## src/rtl/spwm_multi_gen.sv

```systemverilog
// Multi-channel sine-modulated PWM: shared table index, per-channel phase offset, optional gap between sweeps.
// Optional complementary outputs with dead-time when SPWM_COMPLEMENT_EN is defined.

module spwm_lane #(
  parameter int CNT_W    = 13
`ifdef SPWM_COMPLEMENT_EN
  , parameter int DEADTIME = 8
`endif
) (
  input  logic             clk,
  input  logic             rst_n,
  input  logic             run_i,
  input  logic             latch_i,
  input  logic [CNT_W-1:0] cnt_i,
  input  logic [CNT_W-1:0] tbl_val_i,
  output logic             pwm_o
`ifdef SPWM_COMPLEMENT_EN
  , output logic           pwm_n_o
`endif
);
  logic [CNT_W-1:0] duty_q, duty_eff;
  logic             raw_q, raw_d;

  // The compare on the latch cycle must already see the new period's duty.
  assign duty_eff = latch_i ? tbl_val_i : duty_q;
  assign raw_d    = run_i && (cnt_i < duty_eff);

  always_ff @(posedge clk or negedge rst_n) begin
    if (!rst_n) begin
      duty_q <= '0;
      raw_q  <= 1'b0;
    end else begin
      if (latch_i) duty_q <= tbl_val_i;
      raw_q <= raw_d;
    end
  end

`ifdef SPWM_COMPLEMENT_EN
  localparam int DT_W = (DEADTIME < 1) ? 1 : $clog2(DEADTIME + 1);
  logic [DT_W-1:0] dt_q, dt_d;
  logic            run_q;

  always_comb begin
    dt_d = dt_q;
    if (raw_d != raw_q)   dt_d = DT_W'(DEADTIME);
    else if (dt_q != '0)  dt_d = dt_q - DT_W'(1);
  end

  always_ff @(posedge clk or negedge rst_n) begin
    if (!rst_n) begin
      dt_q  <= '0;
      run_q <= 1'b0;
    end else begin
      dt_q  <= dt_d;
      run_q <= run_i;
    end
  end

  assign pwm_o   = raw_q && (dt_q == '0);
  assign pwm_n_o = run_q && !raw_q && (dt_q == '0);
`else
  assign pwm_o = raw_q;
`endif
endmodule

module spwm_multi_gen #(
  parameter int CHANNELS  = 2,
  parameter int CNT_W     = 13,
  parameter int PERIOD    = 5000,
  parameter int STEPS     = 89,
  parameter int AW        = 7,
  parameter int PHASE_OFS = 22,
  parameter int DEADTIME  = 8
) (
  input  logic                clk,
  input  logic                rst_n,
  input  logic                en_i,
  input  logic [31:0]         div_i,
  input  logic [15:0]         gap_i,
  input  logic                tbl_we_i,
  input  logic [AW-1:0]       tbl_addr_i,
  input  logic [CNT_W-1:0]    tbl_data_i,
  output logic [CHANNELS-1:0] pwm_o,
`ifdef SPWM_COMPLEMENT_EN
  output logic [CHANNELS-1:0] pwm_n_o,
`endif
  output logic                sweep_done_o,
  output logic                busy_o
);
  typedef enum logic [1:0] {IDLE, RUN, GAP} state_t;

  state_t           state_q, state_d;
  logic [AW-1:0]    idx_q, idx_d;
  logic [31:0]      step_q, step_d, div_m;
  logic [CNT_W-1:0] cnt_q, cnt_d;
  logic [15:0]      gap_q, gap_d;
  logic             sd_q, sd_d;
  logic             tick, busy, latch;
  logic [CNT_W-1:0] mem_q [STEPS];

  // Marker block only elaborates for an illegal parameter set.
  if (PHASE_OFS >= STEPS || PERIOD >= (1 << CNT_W) || DEADTIME < 0) begin : g_cfg_invalid
  end

  assign div_m = (div_i == '0) ? 32'd1 : div_i;
  assign tick  = (step_q >= div_m - 32'd1);
  assign busy  = (state_q != IDLE);
  assign latch = busy && (cnt_q == '0);

  always_comb begin
    state_d = state_q;
    idx_d   = idx_q;
    step_d  = step_q;
    cnt_d   = cnt_q;
    gap_d   = gap_q;
    sd_d    = 1'b0;
    if (busy) begin
      step_d = tick ? '0 : step_q + 32'd1;
      cnt_d  = (cnt_q == CNT_W'(PERIOD - 1)) ? '0 : cnt_q + CNT_W'(1);
    end
    case (state_q)
      IDLE: if (en_i) state_d = RUN;
      RUN: if (tick) begin
        if (idx_q == AW'(STEPS - 1)) begin
          idx_d = '0;
          sd_d  = 1'b1;
          if (gap_i != '0) begin
            state_d = GAP;
            gap_d   = gap_i;
          end
        end else begin
          idx_d = idx_q + AW'(1);
        end
      end
      GAP: if (tick) begin
        if (gap_q <= 16'd1) begin
          state_d = RUN;
          gap_d   = '0;
          idx_d   = '0;
        end else begin
          gap_d = gap_q - 16'd1;
        end
      end
      default: state_d = IDLE;
    endcase
    // Dropping enable overrides everything, including a coincident wrap.
    if (!en_i) begin
      state_d = IDLE;
      idx_d   = '0;
      step_d  = '0;
      cnt_d   = '0;
      gap_d   = '0;
      sd_d    = 1'b0;
    end
  end

  always_ff @(posedge clk or negedge rst_n) begin
    if (!rst_n) begin
      state_q <= IDLE;
      idx_q   <= '0;
      step_q  <= '0;
      cnt_q   <= '0;
      gap_q   <= '0;
      sd_q    <= 1'b0;
    end else begin
      state_q <= state_d;
      idx_q   <= idx_d;
      step_q  <= step_d;
      cnt_q   <= cnt_d;
      gap_q   <= gap_d;
      sd_q    <= sd_d;
    end
  end

  always_ff @(posedge clk or negedge rst_n) begin
    if (!rst_n) begin
      for (int i = 0; i < STEPS; i++) mem_q[i] <= '0;
    end else if (tbl_we_i) begin
      for (int i = 0; i < STEPS; i++)
        if (tbl_addr_i == AW'(i)) mem_q[i] <= tbl_data_i;
    end
  end

  for (genvar c = 0; c < CHANNELS; c++) begin : g_ch
    localparam int OFS = (c * PHASE_OFS) % STEPS;
    logic [AW:0]      sum, addr;
    logic [CNT_W-1:0] val;

    always_comb begin
      sum  = {1'b0, idx_q} + (AW+1)'(OFS);
      addr = (sum >= (AW+1)'(STEPS)) ? sum - (AW+1)'(STEPS) : sum;
      val  = '0;
      for (int i = 0; i < STEPS; i++)
        if (addr == (AW+1)'(i)) val = mem_q[i];
    end

    spwm_lane #(
      .CNT_W(CNT_W)
`ifdef SPWM_COMPLEMENT_EN
      , .DEADTIME(DEADTIME)
`endif
    ) u_lane (
      .clk       (clk),
      .rst_n     (rst_n),
      .run_i     (state_q == RUN),
      .latch_i   (latch),
      .cnt_i     (cnt_q),
      .tbl_val_i (val),
      .pwm_o     (pwm_o[c])
`ifdef SPWM_COMPLEMENT_EN
      , .pwm_n_o (pwm_n_o[c])
`endif
    );
  end

  assign sweep_done_o = sd_q;
  assign busy_o       = busy;
endmodule

```

## config.mk

```make
export PLATFORM = sky130hd
export DESIGN_NAME = spwm_multi_gen
export DESIGN_NICKNAME = d
export VERILOG_FILES = /design/src/rtl/spwm_multi_gen.sv
export SDC_FILE = /design/constraint.sdc
export NUM_CORES = 2
export LEC_CHECK = 0
export CORE_MARGIN = 2
export CORE_UTILIZATION = 30
export CTS_CLUSTER_SIZE = 12
export DETAILED_ROUTE_END_ITERATION = 12
export PLACE_DENSITY = 0.43
export SLEW_MARGIN = 20
export SYNTH_ARGS = -nofsm -noshare
export SYNTH_HDL_FRONTEND = slang
export SYNTH_SLANG_ARGS = --single-unit
```

## constraint.sdc

```tcl
create_clock -name clk -period 6 [get_ports clk]
set_input_delay 1.2 -clock clk [delete_from_list [all_inputs] [get_ports clk]]
set_output_delay 1.2 -clock clk [all_outputs]
set_load 0.005 [all_outputs]
```

* Yosys cells after proc, flatten, opt, wreduce, memory -nomap -nowiden *
Index checks and enable logic that the tools add are counted.

cells by class
  mux-type cells = 213
  add/subtract/negate cells = 8
  magnitude comparators = 6
  reductions and logical operators = 103
  equal/unequal tests = 275

operators with widths
  kind                                                                    count
  13-bit 2-to-1 mux                                                       183
  8-bit by 6-bit equality test with 1-bit output, second input constant   64
  8-bit by 7-bit equality test with 1-bit output, second input constant   50
  8-bit by 5-bit equality test with 1-bit output, second input constant   32
  7-bit by 6-bit equality test with 1-bit output, second input constant   32
  7-bit equality test, second input constant                              26
  2-bit AND reduction                                                     89
  8-bit by 4-bit equality test with 1-bit output, second input constant   16
  32-bit 2-to-1 mux                                                       4
  7-bit by 5-bit equality test with 1-bit output, second input constant   16
  16-bit 2-to-1 mux                                                       6
  8-bit by 3-bit equality test with 1-bit output, second input constant   8
  7-bit by 4-bit equality test with 1-bit output, second input constant   8
  7-bit 2-to-1 mux                                                        5
  32-bit by 1-bit adder with 32-bit output, second input constant         1
  8-bit by 2-bit equality test with 1-bit output, second input constant   4
  32-bit greater-or-equal comparator                                      1
  32-bit logical NOT                                                      1
  16-bit one-hot mux with 2 select lines                                  1
  32-bit by 1-bit subtractor with 32-bit output, second input constant    1
  7-bit by 3-bit equality test with 1-bit output, second input constant   4
  13-bit less-than comparator                                             2
  8-bit by 1-bit equality test with 1-bit output, second input constant   2
  16-bit by 1-bit <= comparator with 1-bit output, second input constant  1
  other kinds (30)                                                        48

word-level totals
  register bits = 1256
  output and inout bits = 4
  logic and storage cells = 704
  bits of input ports = 72

* Longest topological paths before layout *
  word-level depth = 96
  gate-level depth with buffers = 33
  gate-level depth less buffers = 26

* Modules after synthesis *
From an unflattened synthesis, not the netlist that was laid out.

second synthesis, totals
  cell total of the unflattened synthesis = 6962
  area total of the unflattened synthesis = 70831.7 µm²

by module, submodules not included
  module          sequential area each (µm²)  instances  cells an instance  area each (µm²)
  spwm_multi_gen  30729.5                     1          6818               69212.6
  spwm_lane       350.3                       2          72                 809.5

* Least setup slack after synthesis *
OpenSTA, ideal clock, no wires.

  path kind = flip-flop to flip-flop
  start point = register idx_q[0]
  end point = register g_ch[1].u_lane.raw_q
  clock period less this slack = 6.247 ns
  path slack = -0.247 ns
  required time = 5.934 ns
  stages on the path, launching flop included = 32
  setup time = 0.066 ns
  data arrival time = 6.181 ns
  buffers on the path = 8
  cells stage by stage = dfrtp_1 > buf_2 > clkinv_1 > clkbuf_1 > clkbuf_1 > ha_1 > buf_2 > nand2_1 > or2_2 > a211oi_4 > buf_6 > o21ai_4 > a211o_1 > buf_4 > buf_6 > buf_2 > a311oi_2 > a31oi_1 > a221oi_1 > o31ai_1 > a21oi_1 > o221ai_1 > a21o_1 > ha_1 > a21o_1 > a221o_1 > a21o_1 > a21oi_1 > nor2b_1 > o21ai_0 > nor4bb_1 > o31a_1

between the ends
  longest elaborated chain between the ends = 96
  elaborated cells between the ends (all ways) = 185
  those cells by class = 2 x add/sub; 2 x order compare; 88 x eq/ne; 91 x mux; 2 x reduce/logical

RTL lines
  item                                                                                                                         line  source
  from (decl)                                                                                                                  93    logic [AW-1:0] idx_q, idx_d;
  from (signal assigned)                                                                                                       167   idx_q <= idx_d;
  7-bit by 5-bit adder with 8-bit output (*)                                                                                   190   sum = {1'b0, idx_q} + (AW+1)'(OFS);
  8-bit by 7-bit subtractor with 8-bit output or 8-bit by 7-bit greater-or-equal comparator with 1-bit output (tied branches)  191   addr = (sum >= (AW+1)'(STEPS)) ? sum - (AW+1)'(STEPS) : sum;
  8-bit 2-to-1 mux (*)                                                                                                         191
  8-bit logical NOT                                                                                                            194   if (addr == (AW+1)'(i)) val = mem_q[i];
  13-bit 2-to-1 mux (88 in a row)                                                                                              194
  13-bit 2-to-1 mux (*)                                                                                                        194
  13-bit 2-to-1 mux (*)                                                                                                        25    assign duty_eff = latch_i ? tbl_val_i : duty_q;
  13-bit less-than comparator (*)                                                                                              26    assign raw_d = run_i && (cnt_i < duty_eff);
  1-bit logical AND (*)                                                                                                        26
  named net g_ch[1].u_lane.raw_d                                                                                               22    logic raw_q, raw_d;
  to (signal assigned)                                                                                                         34    raw_q <= raw_d;
  to (decl)                                                                                                                    22

The timed path passes the listed nets; every way through them passes the cells marked *.
A chain may end at the register's enable or synchronous reset.

* Worst setup path in the final report *
  start point = register idx_q[0]
  end point = register g_ch[0].u_lane.raw_q

between the ends
  longest elaborated chain between the ends = 95
  elaborated cells between the ends (all ways) = 184
  those cells by class = 1 x add/sub; 2 x order compare; 88 x eq/ne; 91 x mux; 2 x reduce/logical

RTL lines
  item                                                                                              line
  7-bit by 7-bit subtractor with 8-bit output or 7-bit greater-or-equal comparator (tied branches)  191
  8-bit 2-to-1 mux (*)                                                                              191
  8-bit logical NOT                                                                                 194
  13-bit 2-to-1 mux (88 in a row)                                                                   194
  13-bit 2-to-1 mux (*)                                                                             194
  13-bit 2-to-1 mux (*)                                                                             -
  13-bit less-than comparator (*)                                                                   26
  1-bit logical AND (*)                                                                             26
  named net g_ch[0].u_lane.raw_d                                                                    22
  to (signal assigned)                                                                              34
  to (decl)                                                                                         22

Marks and branches as above.

==> summary.txt <==
Timing
  • Worst clock skew: between 50 and 60 ps
  • Final critical-path setup slack: -247 ps
  • Fin crit share: 104%
  • Max-slew violation total from the final report: 0
  • Measured slew at the worst slew-check pin: between 1000 and 1500 ps
  • Sum Neg Setup Slack: -465 ps
  • Slew margin rel.: 19.7%
  • RSZ-0062 raised after global routing: yes
  • Worst-case hold slack: between 200 and 300 ps
  • Highest achievable clock rate: 0.160 GHz
  • Final setup fails: 2
  • Hold Vio Cnt, Final: 0
  • Final period demand of the worst path: 6250 ps

Global routing
  • Pin count of the biggest net entering global routing: 145
  • Initial antenna violation count: 41
  • Remaining Overflow, GRT: 0
  • First-pass GRT wire length: 691 mm
  • GR Util All Layers: 40.5%
  • Number of global-route vias before repair: 76900
  • Met1 routing resource usage after global routing: 50.6%
  • Global routing met2 resource utilization: around three fifths
  • Global route hottest layer: met2
  • Global routing usage on met3: between 9 and 10%

Routing
  • DRC viols: 0
  • Violation count after the first detailed-route iteration: ~11000
  • Per-cell routed wire length: 42.1 µm
  • Antenna Nets Post-Route: 0
  • Wire length after detailed routing: 517 mm
  • Vias: 78800
  • Avg Vias per Cell: roughly 6.4
  • Detailed-router iteration count before antenna repair: 9

Worst setup path
  • Worst setup endpoint: g_ch[0].u_lane.pwm_o$_DFF_PN0_
  • Setup crit start kind: flip-flop
  • RR Endpoint: g_ch[0].u_lane.pwm_o$_DFF_PN0_
  • Worst endpoint required time: around 6700 ps
  • Class of the most critical setup path: flip-flop to flip-flop
  • Largest fanout of any net on the critical path: 7
  • Setup slack of the most critical reg-to-reg path: -250 ps
  • Launching point of the worst reg2reg path: idx_q[0]$_DFFE_PN0P_
  • Critical path arrival: 6970 ps
  • Worst r2r path cells: 27
  • Crit. End Element: flip-flop
  • Source of the critical timing path: idx_q[0]$_DFFE_PN0P_

Pwr
  • Standby leakage power: approximately 0.046 µW
  • Switching Fraction: a little over a third
  • Combinational Power Share: approximately 28%
  • Power density over cell area: ~280 nW/µm²
  • Relative contribution of sequential cells to total power: a little over a third
  • P_int: approximately 19000 µW
  • Overall power of the completed layout: 28400 µW
  • Switching component of the power: 9920 µW
  • Share of total power in the clock network: about 37%
  • Maximum ir drop on the vdd rail: between 0.2 and 0.3 mV

Clock network
  • Total CTS buffers: about 160
  • Clock latency on the worst-skew pair: between 800 and 900 ps
  • Clock transition at the register clock pins on the worst setup and hold paths after CTS: 70 ps
  • Number of H-tree levels: 4
  • Clock tree from TritonCTS: yes
  • Clock Sinks: 1256
  • CTS root buffer: clkbuf_16
  • Clock Path Buffers: 3

Run
  • Maximum capacitance violations: 0

Floorplanning
  • Core Footprint: about 240000 µm²
  • Rows: 181
  • Number of top-level pins: 76
  • Effective utilization at floorplan: 30.1%
  • Die outline area: between 200000 and 250000 µm²
  • Die height: around 500 µm
  • Die span in x: 497 µm

Yosys
  • FFs w/ async S/R, synth: 100%
  • Synthesis Warnings: 0
  • Library cells used by synthesis: 127
  • Post-synth top flop: dfrtp_1
  • Seq/Total Area, Yosys: between 40 and 50%
  • Number of enable-type register cells in the synthesized netlist: 0
  • Yosys reg bits: approximately 1300
  • Synthesized cell area: between 70000 and 80000 µm²
  • Average footprint of a synthesized cell: between 10 and 15 µm²
  • Synth Net Count: 7247
  • Gate count of the mapped netlist: slightly above 7000

Final layout
  • Register area: between 30000 and 40000 µm²
  • Fraction of layout instances using a drive strength above 1: 44.1%
  • Area delta synth->final: 39.3%
  • Footprint of the multi-input gates: approximately 42000 µm²
  • NumNets Final: slightly above 9000
  • Layout Utilization: between 40% and 50%
  • Fill cell total of the finished layout: around 24000

Run status
  • Outcome: complete, but fails checks
  • Violations in the final reports: setup timing

Placed design
  • Minimum setup slack after placement: -1190 ps
  • Routability-driven placement congestion ratio: approximately 1.1
  • Number of I/O port buffers: 75
  • DP Wirelength: 402 mm

Worst hold path
  • Worst min-delay path class: primary input to asynchronous set/reset pin
## worst min path at each step
stage / end / cells after the start
detailed placement: gap_q[14]$_DFFE_PN0P_ / 2
global route: gap_q[7]$_DFFE_PN0P_ / 1
global placement: gap_q[14]$_DFFE_PN0P_ / 2
floorplan: g_ch[1].u_lane.duty_q[0]$_DFF_PN0_ / 2
finish: gap_q[7]$_DFFE_PN0P_ / 1
CTS: gap_q[7]$_DFFE_PN0P_ / 1
## critical path, stage by stage (launching register included)
cell and delay, ps:
dfrtp_4 500, inv_2 80, ha_1 160, buf_4 130, nand2b_1 120, buf_4 190, or3_1 460, a21o_1 320
buf_12 200, nor4_2 630, buf_4 260, a221oi_1 80, buf_4 150, o211ai_1 160, buf_4 150, nor2_1 40
buf_4 150, o211a_1 150, buf_12 140, o21ai_2 430, a21oi_1 220, buf_4 190, o31ai_4 310, a21oi_1 120
ha_1 320, nand4_1 110, a211oi_1 250, a21oi_1 100
## power groups by stage
stage | clock (µW) | combinational (µW) | sequential, µW
final | 10400 | 7900 | 10100
after CTS | 10600 | 7300 | 10000
after global placement | 0 | 7050 | 10200
after detailed placement | 0 | 7040 | 10200
after global routing | 10900 | 7950 | 10100
after floorplan | 0 | 2630 | 9710
## kinds of logic (layout without fill, tap and decap cells)
family                     Yosys count  in the layout  synth area share, %
adders and majority gates           71             71                 1.22
and+or+nand+nor                   1774           1774                 11.6
xor gates and xnor gates            66             66                0.828
buffers and inverters              565           2519                 3.32
DFF                               1256           1256                 43.1
AOI/OAI and AO/OA                 2180           2180                 21.6
other                                0             24                    0
muxes                             1192           1192                 18.4
## cells in the mapped netlist (all sizes together), types with 14 or more instances
master	n	area, µm²
o21a	23	173
nor4	62	407
nand2b	24	150
o2111ai	36	315
and2	25	156
a211oi	76	643
and3	53	332
nand3	197	1020
nor2b	24	150
nand4	75	469
clkbuf	327	1230
a21o	51	384
or3	22	143
o221ai	90	788
nor2	522	1990
a22o	56	490
o211ai	86	651
o32ai	14	138
a21oi	302	1550
ha	71	888
inv	28	105
xnor2	40	358
o22a	14	131
a221o	47	470
a32oi	16	140
a31oi	54	350
a222oi	77	771
o21ai	391	1980
mux2	1153	13000
a2111oi	40	384
a22oi	224	1680
buf	206	1070
dfrtp	1256	31400
a211o	20	176
nor3	202	1170
a221oi	217	1920
mux2i	37	370
o22ai	196	1230
nand2	490	1850
xor2	26	246
o31ai	27	208
## cell usage in the layout (no fill, tap or decap), drive strengths merged, types with 36 or more instances in the layout
cell	count
nand4	75
clkbuf	232
mux2	1153
mux2i	37
dfrtp	1256
and3	53
a221o	47
nor3	202
nand2	490
o2111ai	36
a211oi	76
o221ai	90
o21ai	391
a222oi	77
a22o	56
ha	71
a31oi	54
a21o	51
a2111oi	40
clkdlybuf4s50	61
nor4	62
a221oi	217
inv	37
xnor2	40
a21oi	302
nor2	522
a22oi	224
o211ai	86
nand3	197
o22ai	196
buf	2138
## per-layer routing
layer | routed length, µm | share of wire, %
met5 | 135 | 0.026
met4 | 47200 | 9.1
met3 | 50100 | 9.7
met2 | 221000 | 43
met1 | 198000 | 38
## flip-flops by register name, summed over array words and instances (netlist names)
| name | cells |
|---|---|
| state_q | 2 |
| gap_q | 16 |
| g_ch.u_lane.duty_q | 26 |
| mem_q | 1157 |
| sweep_done_o | 1 |
| g_ch.u_lane.pwm_o | 2 |
| step_q | 32 |
| cnt_q | 13 |
| idx_q | 7 |
## timing repair
action / 4_1_cts / 5_1_grt
setup buffers: 23 / 62
resized for setup: 166 / 312
hold buffers: 0 / 0
pin swaps: 28 / 135
endpoints found under the setup margin: 5 / 43
cloned: 1 / 2
## final cells by class
type	count	area share [%]
clock buffers	230	4.52
well taps	3202	3.94
diodes	24	0.0591
clock inverters	56	0.929
flip-flops and latches	1256	30.9
repair buffers	2201	18.7
multi-input cells	5283	40.8
inverters	32	0.124
## per-stage QoR
step / area (µm²) / std cells
2_1_floorplan: 73000 / 7104
3_3_place_gp: 93000 / 11900
3_5_place_dp: 93100 / 11900
4_1_cts: 99600 / 12200
5_1_grt: 102000 / 12300
6_report: 102000 / 12300
(Power assumes the default switching activity.)
